===== config.mk =====
export PLATFORM = sky130hd
export DESIGN_NAME = rr_grant_arbiter4_flat
export DESIGN_NICKNAME = d
export VERILOG_FILES = /design/src/rtl/arb_pkg.sv /design/src/rtl/rr_grant_arbiter4_if.sv /design/src/rtl/grant_encoder42.sv /design/src/rtl/rr_grant_arbiter4.sv /design/src/flat_wrapper.sv
export SDC_FILE = /design/constraint.sdc
export NUM_CORES = 1
export LEC_CHECK = 0
export ABC_AREA = 0
export BUFFER_PORTS_ARGS = -buffer_cell sky130_fd_sc_hd__buf_2
export CORE_AREA = 3 3 47 49
export CTS_CLUSTER_SIZE = 12
export DETAILED_ROUTE_END_ITERATION = 7
export DIE_AREA = 0 0 50 52
export GPL_ROUTABILITY_DRIVEN = 0
export GPL_TIMING_DRIVEN = 0
export PLACE_DENSITY = 0.71
export SYNTH_ARGS = -nofsm -noshare
export SYNTH_HDL_FRONTEND = slang
export SYNTH_SLANG_ARGS = --single-unit

===== constraint.sdc =====
create_clock -name clk -period 2.65 [get_ports clk]
set_input_delay 0.1325 -clock clk [delete_from_list [all_inputs] [get_ports clk]]
set_output_delay 0.1325 -clock clk [all_outputs]
set_load 0.01 [all_outputs]

===== src/rtl/arb_pkg.sv =====
// Shared types and helpers for the four-requester round-robin grant arbiter.
// Holds the FSM state encoding and the rotate/priority-select pick function.
package arb_pkg;

   localparam int unsigned N_REQ = 4;
   localparam int unsigned IDX_W = 2;

   typedef enum logic [0:0] {
      StIdle,
      StBusy
   } arb_state_e;

   // Rotate so ptr lands on bit 0, keep the lowest set bit, rotate back.
   function automatic logic [N_REQ-1:0] rr_pick(input logic [N_REQ-1:0] req,
                                                input logic [IDX_W-1:0] ptr);
      logic [2*N_REQ-1:0] dbl;
      logic [N_REQ-1:0]   rot;
      logic [N_REQ-1:0]   sel;
      dbl = {req, req} >> ptr;
      rot = dbl[N_REQ-1:0];
      sel = rot & (-rot);
      dbl = {sel, sel} << ptr;
      return dbl[2*N_REQ-1:N_REQ];
   endfunction

endpackage


===== src/rtl/rr_grant_arbiter4_if.sv =====
// Request/grant bundle between requester blocks and the round-robin arbiter.
// The arbiter takes the slave view; requesters (or a bench) take the master view.
interface rr_grant_arbiter4_if;
   import arb_pkg::*;

   logic             en;
   logic [N_REQ-1:0] req;
   logic [N_REQ-1:0] gnt;
   logic [IDX_W-1:0] gnt_idx;
   logic             gnt_valid;
   logic             preempt;

   modport master (
      output en,
      output req,
      input  gnt,
      input  gnt_idx,
      input  gnt_valid,
      input  preempt
   );

   modport slave (
      input  en,
      input  req,
      output gnt,
      output gnt_idx,
      output gnt_valid,
      output preempt
   );

endinterface


===== src/rtl/grant_encoder42.sv =====
// Combinational one-hot(4) to binary(2) encoder with a valid flag.
// Non-one-hot inputs (including zero) encode to index 0.
module grant_encoder42
   import arb_pkg::*;
(
   input  logic [N_REQ-1:0] onehot_i,
   output logic [IDX_W-1:0] idx_o,
   output logic             valid_o
);

   always_comb begin
      idx_o   = '0;
      valid_o = |onehot_i;
      unique case (onehot_i)
         4'b0001: idx_o = 2'd0;
         4'b0010: idx_o = 2'd1;
         4'b0100: idx_o = 2'd2;
         4'b1000: idx_o = 2'd3;
         default: idx_o = 2'd0;
      endcase
   end

endmodule


===== src/rtl/rr_grant_arbiter4.sv =====
// Four-requester round-robin arbiter with registered one-hot grant, binary index,
// and an optional hold timeout that preempts an owner while others are waiting.
module rr_grant_arbiter4
   import arb_pkg::*;
#(
   parameter int unsigned MAX_HOLD = 16,
   parameter int unsigned CNT_W    = 5
) (
   input  logic                clk,
   input  logic                rst_n,
   rr_grant_arbiter4_if.slave  bus
);

   if ((64'd1 << CNT_W) <= 64'(MAX_HOLD)) begin : g_bad_cnt_w
      $error("CNT_W too narrow for MAX_HOLD");
   end

   localparam bit               TimeoutEn = (MAX_HOLD != 0);
   localparam int unsigned      HoldLastI = (MAX_HOLD == 0) ? 0 : MAX_HOLD - 1;
   localparam logic [CNT_W-1:0] HoldLast  = CNT_W'(HoldLastI);
   localparam logic [CNT_W-1:0] HoldMax   = CNT_W'(MAX_HOLD);

   arb_state_e       state_q, state_d;
   logic [IDX_W-1:0] ptr_q, ptr_d;
   logic [CNT_W-1:0] hold_cnt_q, hold_cnt_d;
   logic [N_REQ-1:0] gnt_q, gnt_d;
   logic [IDX_W-1:0] gnt_idx_q, gnt_idx_d;
   logic             gnt_valid_q, gnt_valid_d;
   logic             preempt_q, preempt_d;

   logic [N_REQ-1:0] pick;
   logic [N_REQ-1:0] others;
   logic             owner_req;
   logic             issue;

   assign pick      = rr_pick(bus.req, ptr_q);
   assign others    = bus.req & ~gnt_q;
   assign owner_req = |(bus.req & gnt_q);

   always_comb begin
      state_d    = state_q;
      hold_cnt_d = hold_cnt_q;
      gnt_d      = gnt_q;
      preempt_d  = 1'b0;
      issue      = 1'b0;
      unique case (state_q)
         StIdle: begin
            gnt_d = '0;
            if (bus.en && (|bus.req)) begin
               issue      = 1'b1;
               gnt_d      = pick;
               hold_cnt_d = '0;
               state_d    = StBusy;
            end
         end
         StBusy: begin
            // Release is checked first so it wins over a coincident timeout.
            if (!owner_req) begin
               gnt_d   = '0;
               state_d = StIdle;
            end else if (TimeoutEn && (hold_cnt_q == HoldLast) && (|others)) begin
               gnt_d     = '0;
               preempt_d = 1'b1;
               state_d   = StIdle;
            end else if (hold_cnt_q != HoldMax) begin
               hold_cnt_d = hold_cnt_q + CNT_W'(1);
            end
         end
         default: begin
            gnt_d   = '0;
            state_d = StIdle;
         end
      endcase
   end

   grant_encoder42 u_enc (
      .onehot_i (gnt_d),
      .idx_o    (gnt_idx_d),
      .valid_o  (gnt_valid_d)
   );

   // Kept apart from the FSM block so the encoder feedback is not a block-level loop.
   always_comb begin
      ptr_d = ptr_q;
      if (issue) begin
         ptr_d = gnt_idx_d + IDX_W'(1);
      end
   end

   always_ff @(posedge clk or negedge rst_n) begin
      if (!rst_n) begin
         state_q     <= StIdle;
         ptr_q       <= '0;
         hold_cnt_q  <= '0;
         gnt_q       <= '0;
         gnt_idx_q   <= '0;
         gnt_valid_q <= 1'b0;
         preempt_q   <= 1'b0;
      end else begin
         state_q     <= state_d;
         ptr_q       <= ptr_d;
         hold_cnt_q  <= hold_cnt_d;
         gnt_q       <= gnt_d;
         gnt_idx_q   <= gnt_idx_d;
         gnt_valid_q <= gnt_valid_d;
         preempt_q   <= preempt_d;
      end
   end

   assign bus.gnt       = gnt_q;
   assign bus.gnt_idx   = gnt_idx_q;
   assign bus.gnt_valid = gnt_valid_q;
   assign bus.preempt   = preempt_q;

endmodule


===== src/flat_wrapper.sv =====
// flat-port wrapper written by rule: the top's interface ports become plain ports
module rr_grant_arbiter4_flat import arb_pkg::*;
#(
   parameter int unsigned MAX_HOLD = 16,
   parameter int unsigned CNT_W    = 5
)
  (clk, rst_n, bus_en, bus_req, bus_gnt, bus_gnt_idx, bus_gnt_valid, bus_preempt);
  rr_grant_arbiter4_if bus_i ();
  input  logic clk;
  input  logic rst_n;
  input wire logic [$bits(bus_i.en)-1:0] bus_en;
  input wire logic [$bits(bus_i.req)-1:0] bus_req;
  output wire logic [$bits(bus_i.gnt)-1:0] bus_gnt;
  output wire logic [$bits(bus_i.gnt_idx)-1:0] bus_gnt_idx;
  output wire logic [$bits(bus_i.gnt_valid)-1:0] bus_gnt_valid;
  output wire logic [$bits(bus_i.preempt)-1:0] bus_preempt;
  assign bus_i.en = bus_en;
  assign bus_i.req = bus_req;
  assign bus_gnt = bus_i.gnt;
  assign bus_gnt_idx = bus_i.gnt_idx;
  assign bus_gnt_valid = bus_i.gnt_valid;
  assign bus_preempt = bus_i.preempt;
  rr_grant_arbiter4 #(.MAX_HOLD(MAX_HOLD), .CNT_W(CNT_W)) u_core (.clk(clk), .rst_n(rst_n), .bus(bus_i));
endmodule

==> results.md, run 1 <==
* CP arrival at 2.36 ns
* Vias in the first global route at 780
* Clock edge transition at the registers on the reported setup and hold paths at 0.10 ns
* Source of the worst hold timing path: bus_req[1]
* HPWL reported at the end of detailed placement at 1505 µm
* Clock latency on the worst-skew pair at 0.29 ns
* Detailed Routing Iterations Pass 1 at 4
* Maximum Capacitance Violations at 0
* Number of antenna violations at the first check in global routing at 0
* LEAKAGE at 0.5042 nW
* Startpoint of the worst register-to-register path: u_core.bus.gnt[3]
* Number of enable flip-flop cells after synthesis at 0
* First-pass GRT wire length at 3305 µm
* Worst slew slack as a fraction of its limit at 0.4850
* IR drop worst, VDD at 364.9 µV
* Layout cell share with drive strength beyond 1 at 0.2105
* Detailed-route DRC error count at 0
* Top-level port count at 15
* Total power at 0.0006190 W
* Yosys synthesis warning count at 0
* Yosys reg bits at 16
* Nets in the synthesized netlist at 105
* Avg WL per Cell at 14.11 µm
* Kind of critical path: flop to flop
* Leading cell type in the layout, fill and taps excluded: dfrtp_1
* CTS tree: yes
* Cell type contributing the most total cell area after synthesis: dfrtp_1
* DR iter-0 viols at 19
* Run status: completed
* Synth top area cells: dfrtp_1 (44%), ha_1 (4.1%), nand3_1 (3.8%)
* Synthesized instance count at 95
* Maximum fanout count along the critical path at 10
* Post-Synthesis Cell Area at 917.1 µm²
* Largest net degree at the start of global routing at 17
* Worst hold endpoint: u_core.bus.gnt[1]
* Prevailing post-synth register cell: dfrtp_1
* Crit path time final at 2.145 ns
* Via-to-Cell Ratio at 5.730
* Post-Route Hold Slack at 0.2395 ns
* Clock tree root buffer cell: clkbuf_4
* Type of the worst min-delay path: primary input to flop
* Max-slew violations at 0
* Crit Reg-Reg Endpoint: u_core.hold_cnt_q[3]
* Worst-case reg-to-reg path depth at 5
* Data required, critical path at 2.87 ns
* Synthesis-to-layout area growth at 16.37%
* Reg-to-reg slack, setup at 0.50 ns
* Number of distinct standard cells referenced by the synthesized netlist at 35
* Aggregate routed wire length at 1989 µm
* Number of routed nets with antenna violations at 0
* Leading cell types in the layout, fill and taps excluded: dfrtp_1 (16), buf_2 (15)
* Crit share post-route at 0.8096
* Setup repair after global routing missed its margin: false
* Number of filler cells placed in the layout at 181
* Setup TNS at 0 ns
* Hold path cells at 3
* Die X-Extent at 50 µm
* Total via count after detailed routing at 808
* Effective utilization at floorplan at 0.4822
* Core ar. at 1902 µm²
* Core Util, Final at 0.5612
* Total grt overflow at 0
* GR Util All Layers at 0.1677
* Number of diodes at 0
* Hold Violations, Final at 0
* Height of the die at 52 µm
* Count of buffers inserted at the top-level ports at 14
* Number of buffers created by CTS at 3
* Die footprint at 2600 µm²
* Synthesized area divided by synthesized cell count at 9.654 µm²
* Transition time at the pin with the least slew margin at 0.7708 ns
* CTS H-Tree Depth at 1
* Area fraction of the dominant cell type after synthesis at 0.4366
* Post-cts gate resize count at 0
* Endpoint class of the critical path: flop
* Share of synthesized registers carrying an async set or reset at 1.000
* Max Root-Sink Buffers at 2
* CP startpoint kind: flop
* Number of nets at the end of the flow at 125
* Seq/Total Area, Yosys at 0.4366
* Standard-cell row count at 16
* Upper clock frequency limit at 466.1 MHz
* Endpoints failing setup at 0
* Clock Skew at 0.006507 ns
* Count of clock tree sinks at 16
* Total power per unit cell area at 580.0 nW/µm²
==> registers in the layout (all words and copies together) (netlist names) <==
register and count:
u_core.bus.gnt 4, u_core.bus.gnt_idx 2, u_core.bus.gnt_valid 1, u_core.bus.preempt 1, u_core.hold_cnt_q 5, u_core.ptr_q 2, u_core.state_q 1
==> power breakdown <==
part | switching [W] | internal, W
clock network | 0.0000775 | 0.0000837
logic | 0.0000879 | 0.0000640
registers | 0.0000325 | 0.000273
==> worst max-delay path, stage by stage, from the launching register on <==
cell	delay [ns]
dfrtp_1	0.43
and2b_1	0.22
o41ai_4	0.58
a31oi_2	0.30
or3_1	0.40
a21oi_1	0.14
==> cell usage after synthesis (2+ instances only) <==
library cell	instances
nand3_1	7
ha_1	3
nor2b_1	5
or3_1	4
dfrtp_1	16
a21o_1	2
a32oi_1	2
o21ai_0	7
nor2_1	2
a22oi_1	2
a21oi_1	2
nand4_1	2
inv_1	7
o21ai_1	3
o311ai_0	2
and3b_1	2
nand2_1	7
and3_1	3
==> layout make-up <==
| cell class | instances | area [µm²] | area share |
|---|---|---|---|
| timing repair buffer | 15 | 80.08 | 0.07503 |
| tap | 27 | 33.78 | 0.03165 |
| sequential | 16 | 400.4 | 0.3751 |
| multi-input combinational | 70 | 481.7 | 0.4513 |
| inverter | 8 | 30.03 | 0.02814 |
| buffer | 1 | 5.005 | 0.004689 |
| clock buffer | 4 | 36.28 | 0.03400 |
==> per-stage QoR <==
| stage | area [µm²] | setup slack (ns) | cells |
|---|---|---|---|
| after floorplan | 917.1 | 0.7553 | 95 |
| after global placement | 1021 | 0.5516 | 136 |
| after detailed placement | 1021 | 0.5114 | 136 |
| after CTS | 1067 | 0.4834 | 141 |
| after global routing | 1067 | 0.2979 | 141 |
| final | 1067 | 0.5046 | 141 |
==> per-layer routing <==
layer,vias to the layer above,global-route usage,share of wire
met2,25,0.3022,0.50
met1,390,0.1949,0.44
li1,389,-,-
met3,4,0.02006,0.053
met5,-,0,0
met4,0,0.08295,0.012
==> repair_timing <==
action,CTS,global route
hold buffers,1,0
hold endpoints to repair,16,0
buffers inserted,0,0
==> kinds of logic (layout without fill, tap and decap cells) <==
| logic type | count (synthesis) | count (layout) | synth area share |
|---|---|---|---|
| buffers and inverters | 9 | 28 | 0.03820 |
| AO/OA/AOI/OAI | 29 | 29 | 0.2428 |
| flip-flops | 16 | 16 | 0.4366 |
| AND/OR/NAND/NOR | 38 | 38 | 0.2415 |
| adder cells (fa/ha/maj) | 3 | 3 | 0.04093 |
==> worst max-delay path by stage <==
stage / start / to / slack, ns
after detailed placement: u_core.bus.gnt[3] / u_core.hold_cnt_q[3] / 0.51
final: u_core.bus.gnt[3] / u_core.hold_cnt_q[3] / 0.50
after global routing: u_core.bus.gnt[3] / u_core.hold_cnt_q[3] / 0.30
after floorplan: u_core.bus.gnt[3] / u_core.hold_cnt_q[3] / 0.76
after CTS: u_core.bus.gnt[3] / u_core.hold_cnt_q[3] / 0.48
after global placement: u_core.bus.gnt[3] / u_core.hold_cnt_q[3] / 0.55
(Power assumes the default switching activity.)
==> run 2, diff against run 1 <==
--- a/config.mk
+++ b/config.mk
@@ -5,15 +5,15 @@
 export SDC_FILE = /design/constraint.sdc
 export NUM_CORES = 1
 export LEC_CHECK = 0
-export ABC_AREA = 0
+export ABC_AREA = 1
 export BUFFER_PORTS_ARGS = -buffer_cell sky130_fd_sc_hd__buf_2
-export CORE_AREA = 3 3 47 49
+export CORE_AREA = 3 3 52 54
 export CTS_CLUSTER_SIZE = 12
 export DETAILED_ROUTE_END_ITERATION = 7
-export DIE_AREA = 0 0 50 52
+export DIE_AREA = 0 0 55 57
 export GPL_ROUTABILITY_DRIVEN = 0
 export GPL_TIMING_DRIVEN = 0
-export PLACE_DENSITY = 0.71
+export PLACE_DENSITY = 0.7
 export SYNTH_ARGS = -nofsm -noshare
 export SYNTH_HDL_FRONTEND = slang
 export SYNTH_SLANG_ARGS = --single-unit
==> constraint.sdc (replaced) <==
create_clock -name clk -period 2.2 [get_ports clk]
set_input_delay 0.11 -clock clk [delete_from_list [all_inputs] [get_ports clk]]
set_output_delay 0.11 -clock clk [all_outputs]
set_load 0.01 [all_outputs]
==> results.md, run 2 <==
* Fraction of synthesized area in multiplexers at 0 (unchanged)
* Kind of critical path: flop to flop
* CTS H-Tree Depth at 1 (unchanged)
* Count of buffers inserted at the top-level ports at 14 (unchanged)
* Number of filler cells placed in the layout at 221 (+22%)
* Crit path time final at 1.933 ns (-0.2128 ns)
* LEAKAGE at 0.6672 nW (+32%)
* Yosys reg bits at 16 (unchanged)
* CP arrival at 2.11 ns (-0.25 ns)
* Most Frequent Cell on Critical Path: nand2_1
* HPWL reported at the end of detailed placement at 1827 µm (+21%)
* Seq/Total Area, Yosys at 0.3501 (-0.08645)
* First-pass GRT wire length at 4050 µm (+23%)
* Synthesized area divided by synthesized cell count at 7.887 µm² (-18%)
* Setup TNS at 0 ns (unchanged)
* Maximum fanout count along the critical path at 6 (-4)
* Type of the worst min-delay path: primary input to async pin
* Yosys synthesis warning count at 0 (unchanged)
* Worst Setup SP: u_core.hold_cnt_q[0]
* Total power at 0.001469 W (+140%)
* Main combinational cell family by area after synthesis: simple AND/OR/NAND/NOR gates
* Number of nets at the end of the flow at 175 (+40%)
* Maximum Capacitance Violations at 0 (unchanged)
* GR Layer Usage met3 at 0.04700 (+0.02694)
* Run status: completed
* Layout cell share with drive strength beyond 1 at 0.3497 (+0.1392)
* Die footprint at 3135 µm² (+21%)
* Clock tree root buffer cell: clkbuf_4
* Transition time at the pin with the least slew margin at 0.3555 ns (-0.4154 ns)
* Max Root-Sink Buffers at 2 (unchanged)
* Synthesis-to-layout area growth at 12.04%
* Effective utilization at floorplan at 0.5072 (+0.02498)
* Post-placement cell count at 187 (+38%)
* Count of clock tree sinks at 16 (unchanged)
* Via-to-Cell Ratio at 5.309 (-7.4%)
* Leading cell type in the layout, fill and taps excluded: nand2_1
* Cell type contributing the most total cell area after synthesis: dfrtp_1
* Post-synthesis share of cell area spent on and, or, nand and nor gates at 0.4398 (+0.1984)
* Core ar. at 2255 µm² (+19%)
* Post-Synthesis Cell Area at 1144 µm² (+25%)
* Number of enable flip-flop cells after synthesis at 0 (unchanged)
* GR Util All Layers at 0.1730 (+0.005293)
* CP cell instances: ha_1 > inv_1 > nor3_1 > ha_1 > o21ai_0 > nand2_1 > inv_2 > nand2_1 > nand2_1 > nand2_1 > o21ai_0 > a21oi_1
* Clock Skew at 0.009553 ns (+0.003046 ns)
* Worst slew slack as a fraction of its limit at 0.7630 (+0.2780)
* Synth cell count leaders: nand2_1 (34), dfrtp_1 (16), inv_1 (14)
* Post-synthesis share of cell area spent on xor and xnor gates at 0 (unchanged)
* Post-Route Hold Slack at 0.2578 ns (+0.01833 ns)
* Crit share post-route at 0.8785 (+0.06888)
* Layer with the highest usage: met2
* Die X-Extent at 55 µm (+10%)
* Total power per unit cell area at 1146 nW/µm² (+98%)
* Crit path largest cell delay at 0.38 ns (-0.20 ns)
* Vias in the first global route at 947 (+21%)
* Height of the die at 57 µm (+9.6%)
* Number of routed nets with antenna violations at 0 (unchanged)
* IR drop worst, VDD at 751.3 µV (+110%)
* Most flops, register: u_core.hold_cnt_q
* Synthesized instance count at 145 (+53%)
* Share of synthesized registers carrying an async set or reset at 1.000 (unchanged)
* Data required, critical path at 2.38 ns (-0.49 ns)
* CP startpoint kind: flop
* Largest net degree at the start of global routing at 17 (unchanged)
* Clock latency on the worst-skew pair at 0.28 ns (about the same)
* Standard-cell row count at 17 (+1)
* Number of flip-flops under the largest register name at 5 (unchanged)
* Max-slew violations at 0 (unchanged)
* Avg WL per Cell at 11.95 µm (-15%)
* DR iter-0 viols at 16 (-3)
* Aggregate routed wire length at 2283 µm (+15%)
* Post-cts gate resize count at 0 (unchanged)
* Synth top area cells: dfrtp_1 (35%), nand2_1 (11%), nand3_2 (8.8%)
* Number of buffers created by CTS at 3 (unchanged)
* Number of distinct standard cells referenced by the synthesized netlist at 25 (-29%)
* Upper clock frequency limit at 517.4 MHz (+11%)
* Total grt overflow at 0 (unchanged)
* Setup repair after global routing missed its margin: false
* Nets in the synthesized netlist at 155 (+48%)
* Hold Violations, Final at 0 (unchanged)
* CTS tree: yes
* Total via count after detailed routing at 1,014 (+25%)
* Startpoint of the worst register-to-register path: u_core.hold_cnt_q[0]
* Top-level port count at 15 (unchanged)
* Number of antenna violations at the first check in global routing at 0 (unchanged)
* Core Util, Final at 0.5683 (+0.007073)
* Leading cell types in the layout, fill and taps excluded: nand2_1 (34), dfrtp_1 (16), inv_1 (14), buf_2 (14), nand2_2 (11)
* Critical path's slowest cell: dfrtp_1
* Detailed-route DRC error count at 0 (unchanged)
* Endpoints failing setup at 0 (unchanged)
* Number of non-filler instances in the completed layout at 191 (+35%)
* Routing usage on met1 at 0.2418 (+0.04683)
* Detailed Routing Iterations Pass 1 at 4 (unchanged)
* M2 GR Usage at 0.2618 (-0.04035)
* Library cell with the highest instance count after synthesis: nand2_1
* Clock edge transition at the registers on the reported setup and hold paths at 0.09 ns (about the same)
* Synthesized-area fraction occupied by adder cells at 0.03282 (-0.008105)
* Number of diodes at 0 (unchanged)
* Area fraction of the dominant cell type after synthesis at 0.3501 (-0.08645)
* Prevailing post-synth register cell: dfrtp_1
* Compound-cell area share of the yosys netlist at 0.07549 (-0.1673)
* Endpoint class of the critical path: flop
* Reg-to-reg slack, setup at 0.27 ns (-0.24 ns)
run 2: cell count changes in the layout (fill, tap and decap cells not counted), moves of 5 or more:
cell,delta
inv_1,+7
inv_2,+5
nand2_1,+27
nand2_2,+11
nand2_4,+5
nand3_2,+10
nor2b_1,-5
run 2: per-stage QoR:
stage | setup slack [ns] | area (µm²)
after floorplan | 0.5002 | 1144
after global placement | 0.3388 | 1249
after detailed placement | 0.2725 | 1249
after CTS | 0.2597 | 1281
after global routing | 0.01546 | 1281
final | 0.2674 | 1281
run 2: worst paths after layout:
path / endpoint / cells past startpoint
max: u_core.hold_cnt_q[3] / 12
min: u_core.bus.preempt / 2
max reg2reg: u_core.hold_cnt_q[3] / 12
min reg2reg: u_core.hold_cnt_q[3] / 2
max in group asynchronous: u_core.hold_cnt_q[0] / 2
min in group clk: u_core.bus.preempt / 4
run 2: timing repair:
action / 4_1_cts / 5_1_grt
buffers inserted: 0 / 0
hold buffers: 1 / 0
endpoints found under the hold margin: 16 / 0
run 2: metal layers:
metal,share of wire,vias to the layer above
li1,-,508
met1,0.47,471
met2,0.46,30
met3,0.057,5
met4,0.0092,0
met5,0,-
run 2: report_power, final:
group / switching [W] / total, W / internal [W]
clock: 0.0000852 / 0.000149 / 0.0000635
sequential: 0.0000544 / 0.000433 / 0.000379
combinational: 0.000576 / 0.000887 / 0.000311
run 2: cell families (layout without fill, tap and decap cells):
kind of cell | after synthesis | count (layout)
flip-flops | 16 | 16
buffers and inverters | 24 | 42
AO/OA/AOI/OAI | 15 | 15
AND/OR/NAND/NOR | 87 | 87
adder cells (fa/ha/maj) | 3 | 3
run 2: final cells by class:
type	instances	area [µm²]	share of cell area
Multi-Input combinational cell	105	626.9	0.4893
Sequential cell	16	400.4	0.3125
Tap cell	28	35.03	0.02734
Timing Repair Buffer	15	80.08	0.06250
Buffer	3	30.03	0.02344
Inverter	21	86.33	0.06738
Clock buffer	3	22.52	0.01758
run 2: critical path, delay by kind of cell (launching register included):
kind                       cells  cell delay, ns
and+or+nand+nor                5            0.55
AOI/OAI and AO/OA              3            0.31
adders and majority gates      2            0.39
DFF                            1            0.38
buffers and inverters          2            0.19
==> run 3, diff against run 2 <==
--- a/config.mk
+++ b/config.mk
@@ -14,6 +14,7 @@
 export GPL_ROUTABILITY_DRIVEN = 0
 export GPL_TIMING_DRIVEN = 0
 export PLACE_DENSITY = 0.7
+export REMOVE_ABC_BUFFERS = 1
 export SYNTH_ARGS = -nofsm -noshare
 export SYNTH_HDL_FRONTEND = slang
 export SYNTH_SLANG_ARGS = --single-unit
==> results.md, run 3 (synthesis results as in run 2) <==
* Run status: completed
* Die X-Extent at 55 µm (unchanged)
* Number of flip-flops under the largest register name at 5 (unchanged)
* Dominant delay contributor by cell family on the critical path: simple AND/OR/NAND/NOR gates
* LEAKAGE at 0.6577 nW (-1.4%)
* Endpoint class of the critical path: flop
* Total power per unit cell area at 1164 nW/µm² (+1.6%)
* Crit path time final at 1.957 ns (+0.02426 ns)
* Type of the worst min-delay path: primary input to async pin
* Post-Route Hold Slack at 0.2450 ns (-0.01282 ns)
* Die footprint at 3135 µm² (unchanged)
* Total grt overflow at 0 (unchanged)
* Maximum fanout count along the critical path at 10 (+4)
* Clock edge transition at the registers on the reported setup and hold paths at 0.10 ns (about the same)
* Post-placement cell count at 184 (-1.6%)
* Avg WL per Cell at 11.87 µm (-0.71%)
* Kind of critical path: flop to flop
* Layout cell share with drive strength beyond 1 at 0.3416 (-0.008078)
* CP cell instances: inv_6 > nand2_2 > nand3_2 > nand2_2 > nand2_4 > nor2_4 > nand2_2 > nand3_2 > nand3_2 > nand2_4 > nor2_1 > nand2_1 > nand2_1 > nand2_1 > nand2_1
* Largest net degree at the start of global routing at 17 (unchanged)
* Number of buffers created by CTS at 3 (unchanged)
* Number of diodes at 0 (unchanged)
* Clock latency on the worst-skew pair at 0.29 ns (about the same)
* Crit share post-route at 0.8895 (+0.01103)
* Max-slew violations at 0 (unchanged)
* Detailed-route DRC error count at 0 (unchanged)
* IR drop worst, VDD at 664.8 µV (-12%)
* Top-level port count at 15 (unchanged)
* Crit path largest cell delay at 0.61 ns (+0.23 ns)
* Height of the die at 57 µm (unchanged)
* Data required, critical path at 2.38 ns (about the same)
* Leading cell types in the layout, fill and taps excluded: nand2_1 (34), dfrtp_1 (16), inv_1 (14), buf_2 (14), nand2_2 (11)
* Vias in the first global route at 890 (-6.0%)
* Worst-case reg-to-reg path depth at 15 (+3)
* Most Frequent Cell on Critical Path: nand2_1
* Endpoints failing setup at 0 (unchanged)
* Setup TNS at 0 ns (unchanged)
* Synthesis-to-layout area growth at 10.61%
* First-pass GRT wire length at 3705 µm (-8.5%)
* Crit Reg-Reg Endpoint: u_core.ptr_q[1]
* Core ar. at 2255 µm² (unchanged)
* Total via count after detailed routing at 998 (-1.6%)
* Startpoint of the worst register-to-register path: u_core.ptr_q[0]
* Clock Skew at 0.007011 ns (-0.002542 ns)
* Setup repair after global routing missed its margin: false
* Number of routed nets with antenna violations at 0 (unchanged)
* CTS tree: yes
* Reg-to-reg slack, setup at 0.24 ns (-0.02 ns)
* Critical path buffer and inverter count at 1 (-1)
* Standard-cell row count at 17 (unchanged)
* Detailed Routing Iterations Pass 1 at 4 (unchanged)
* Count of clock tree sinks at 16 (unchanged)
* GR Util All Layers at 0.1585 (-0.01446)
* Critical path's slowest cell: dfrtp_1
* Via-to-Cell Ratio at 5.280 (-0.54%)
* Maximum Capacitance Violations at 0 (unchanged)
* Max Root-Sink Buffers at 2 (unchanged)
* Transition time at the pin with the least slew margin at 0.5969 ns (+0.2414 ns)
* Clock tree root buffer cell: clkbuf_4
* Aggregate routed wire length at 2243 µm (-1.8%)
* Effective utilization at floorplan at 0.5072 (unchanged)
* Count of buffers inserted at the top-level ports at 14 (unchanged)
* Upper clock frequency limit at 511.0 MHz (-1.2%)
* CP arrival at 2.14 ns (+0.03 ns)
* Number of nets at the end of the flow at 172 (-1.7%)
* Number of non-filler instances in the completed layout at 189 (-1.0%)
* Worst slew slack as a fraction of its limit at 0.6021 (-0.1609)
* Number of antenna violations at the first check in global routing at 0 (unchanged)
* Leading cell type in the layout, fill and taps excluded: nand2_1
* Most flops, register: u_core.hold_cnt_q
* HPWL reported at the end of detailed placement at 1776 µm (-2.8%)
* DR iter-0 viols at 25 (+9)
* CP startpoint kind: flop
* Hold Violations, Final at 0 (unchanged)
* CTS H-Tree Depth at 1 (unchanged)
==> run 3: cell types whose count changed in the layout (fill, tap and decap cells not counted) <==
cell,previous run,this run
buf_4,1,0
buf_6,2,0
clkbuf_8,0,1
==> run 3: final cells by class <==
| cell class | count | area [µm²] |
|---|---|---|
| inverters | 21 | 86.33 |
| clock buffers | 4 | 36.28 |
| multi-input cells | 105 | 626.9 |
| fillers | 215 | 989.7 |
| well taps | 28 | 35.03 |
| repair buffers | 15 | 80.08 |
| flip-flops and latches | 16 | 400.4 |
==> run 3: worst max path at each step <==
stage               cells after the start  slack, ns                  from              endpoint
global route                           12       0.04  u_core.hold_cnt_q[0]  u_core.hold_cnt_q[2]
floorplan                              15       0.48       u_core.ptr_q[0]       u_core.ptr_q[1]
finish                                 15       0.24       u_core.ptr_q[0]       u_core.ptr_q[1]
global placement                       15       0.30       u_core.ptr_q[0]       u_core.ptr_q[1]
detailed placement                     15       0.26       u_core.ptr_q[0]       u_core.ptr_q[1]
CTS                                    15       0.24       u_core.ptr_q[0]       u_core.ptr_q[1]
==> run 3: power breakdown <==
| group | internal (W) | switching [W] |
|---|---|---|
| combinational | 0.000276 | 0.000518 |
| clock | 0.000101 | 0.0000928 |
| sequential | 0.000378 | 0.000106 |
| total | 0.000755 | 0.000718 |
==> run 3: timing repair <==
action	in CTS	in global routing
endpoints found under the hold margin	16	0
hold buffers	1	0
buffers inserted	0	0
resized for setup	0	0
==> run 3: through the flow <==
| stage | total power [W] | utilization | cell area (µm²) | worst slack, ns |
|---|---|---|---|---|
| floorplan | 0.001098 | - | 1114 | 0.4845 |
| global placement | 0.001253 | 0.5405 | 1219 | 0.3000 |
| detailed placement | 0.001284 | 0.5405 | 1219 | 0.2598 |
| CTS | 0.001482 | 0.5610 | 1265 | 0.2407 |
| global route | 0.001607 | 0.5610 | 1265 | 0.04391 |
| finish | 0.001472 | 0.5610 | 1265 | 0.2431 |
==> run 3: layer usage <==
layer,global-route usage,up-vias,part of all wire
li1,-,504,-
met1,0.2142,470,0.48
met2,0.2466,22,0.46
met3,0.04961,2,0.053
met4,0.03472,0,0.0062
met5,0,-,0
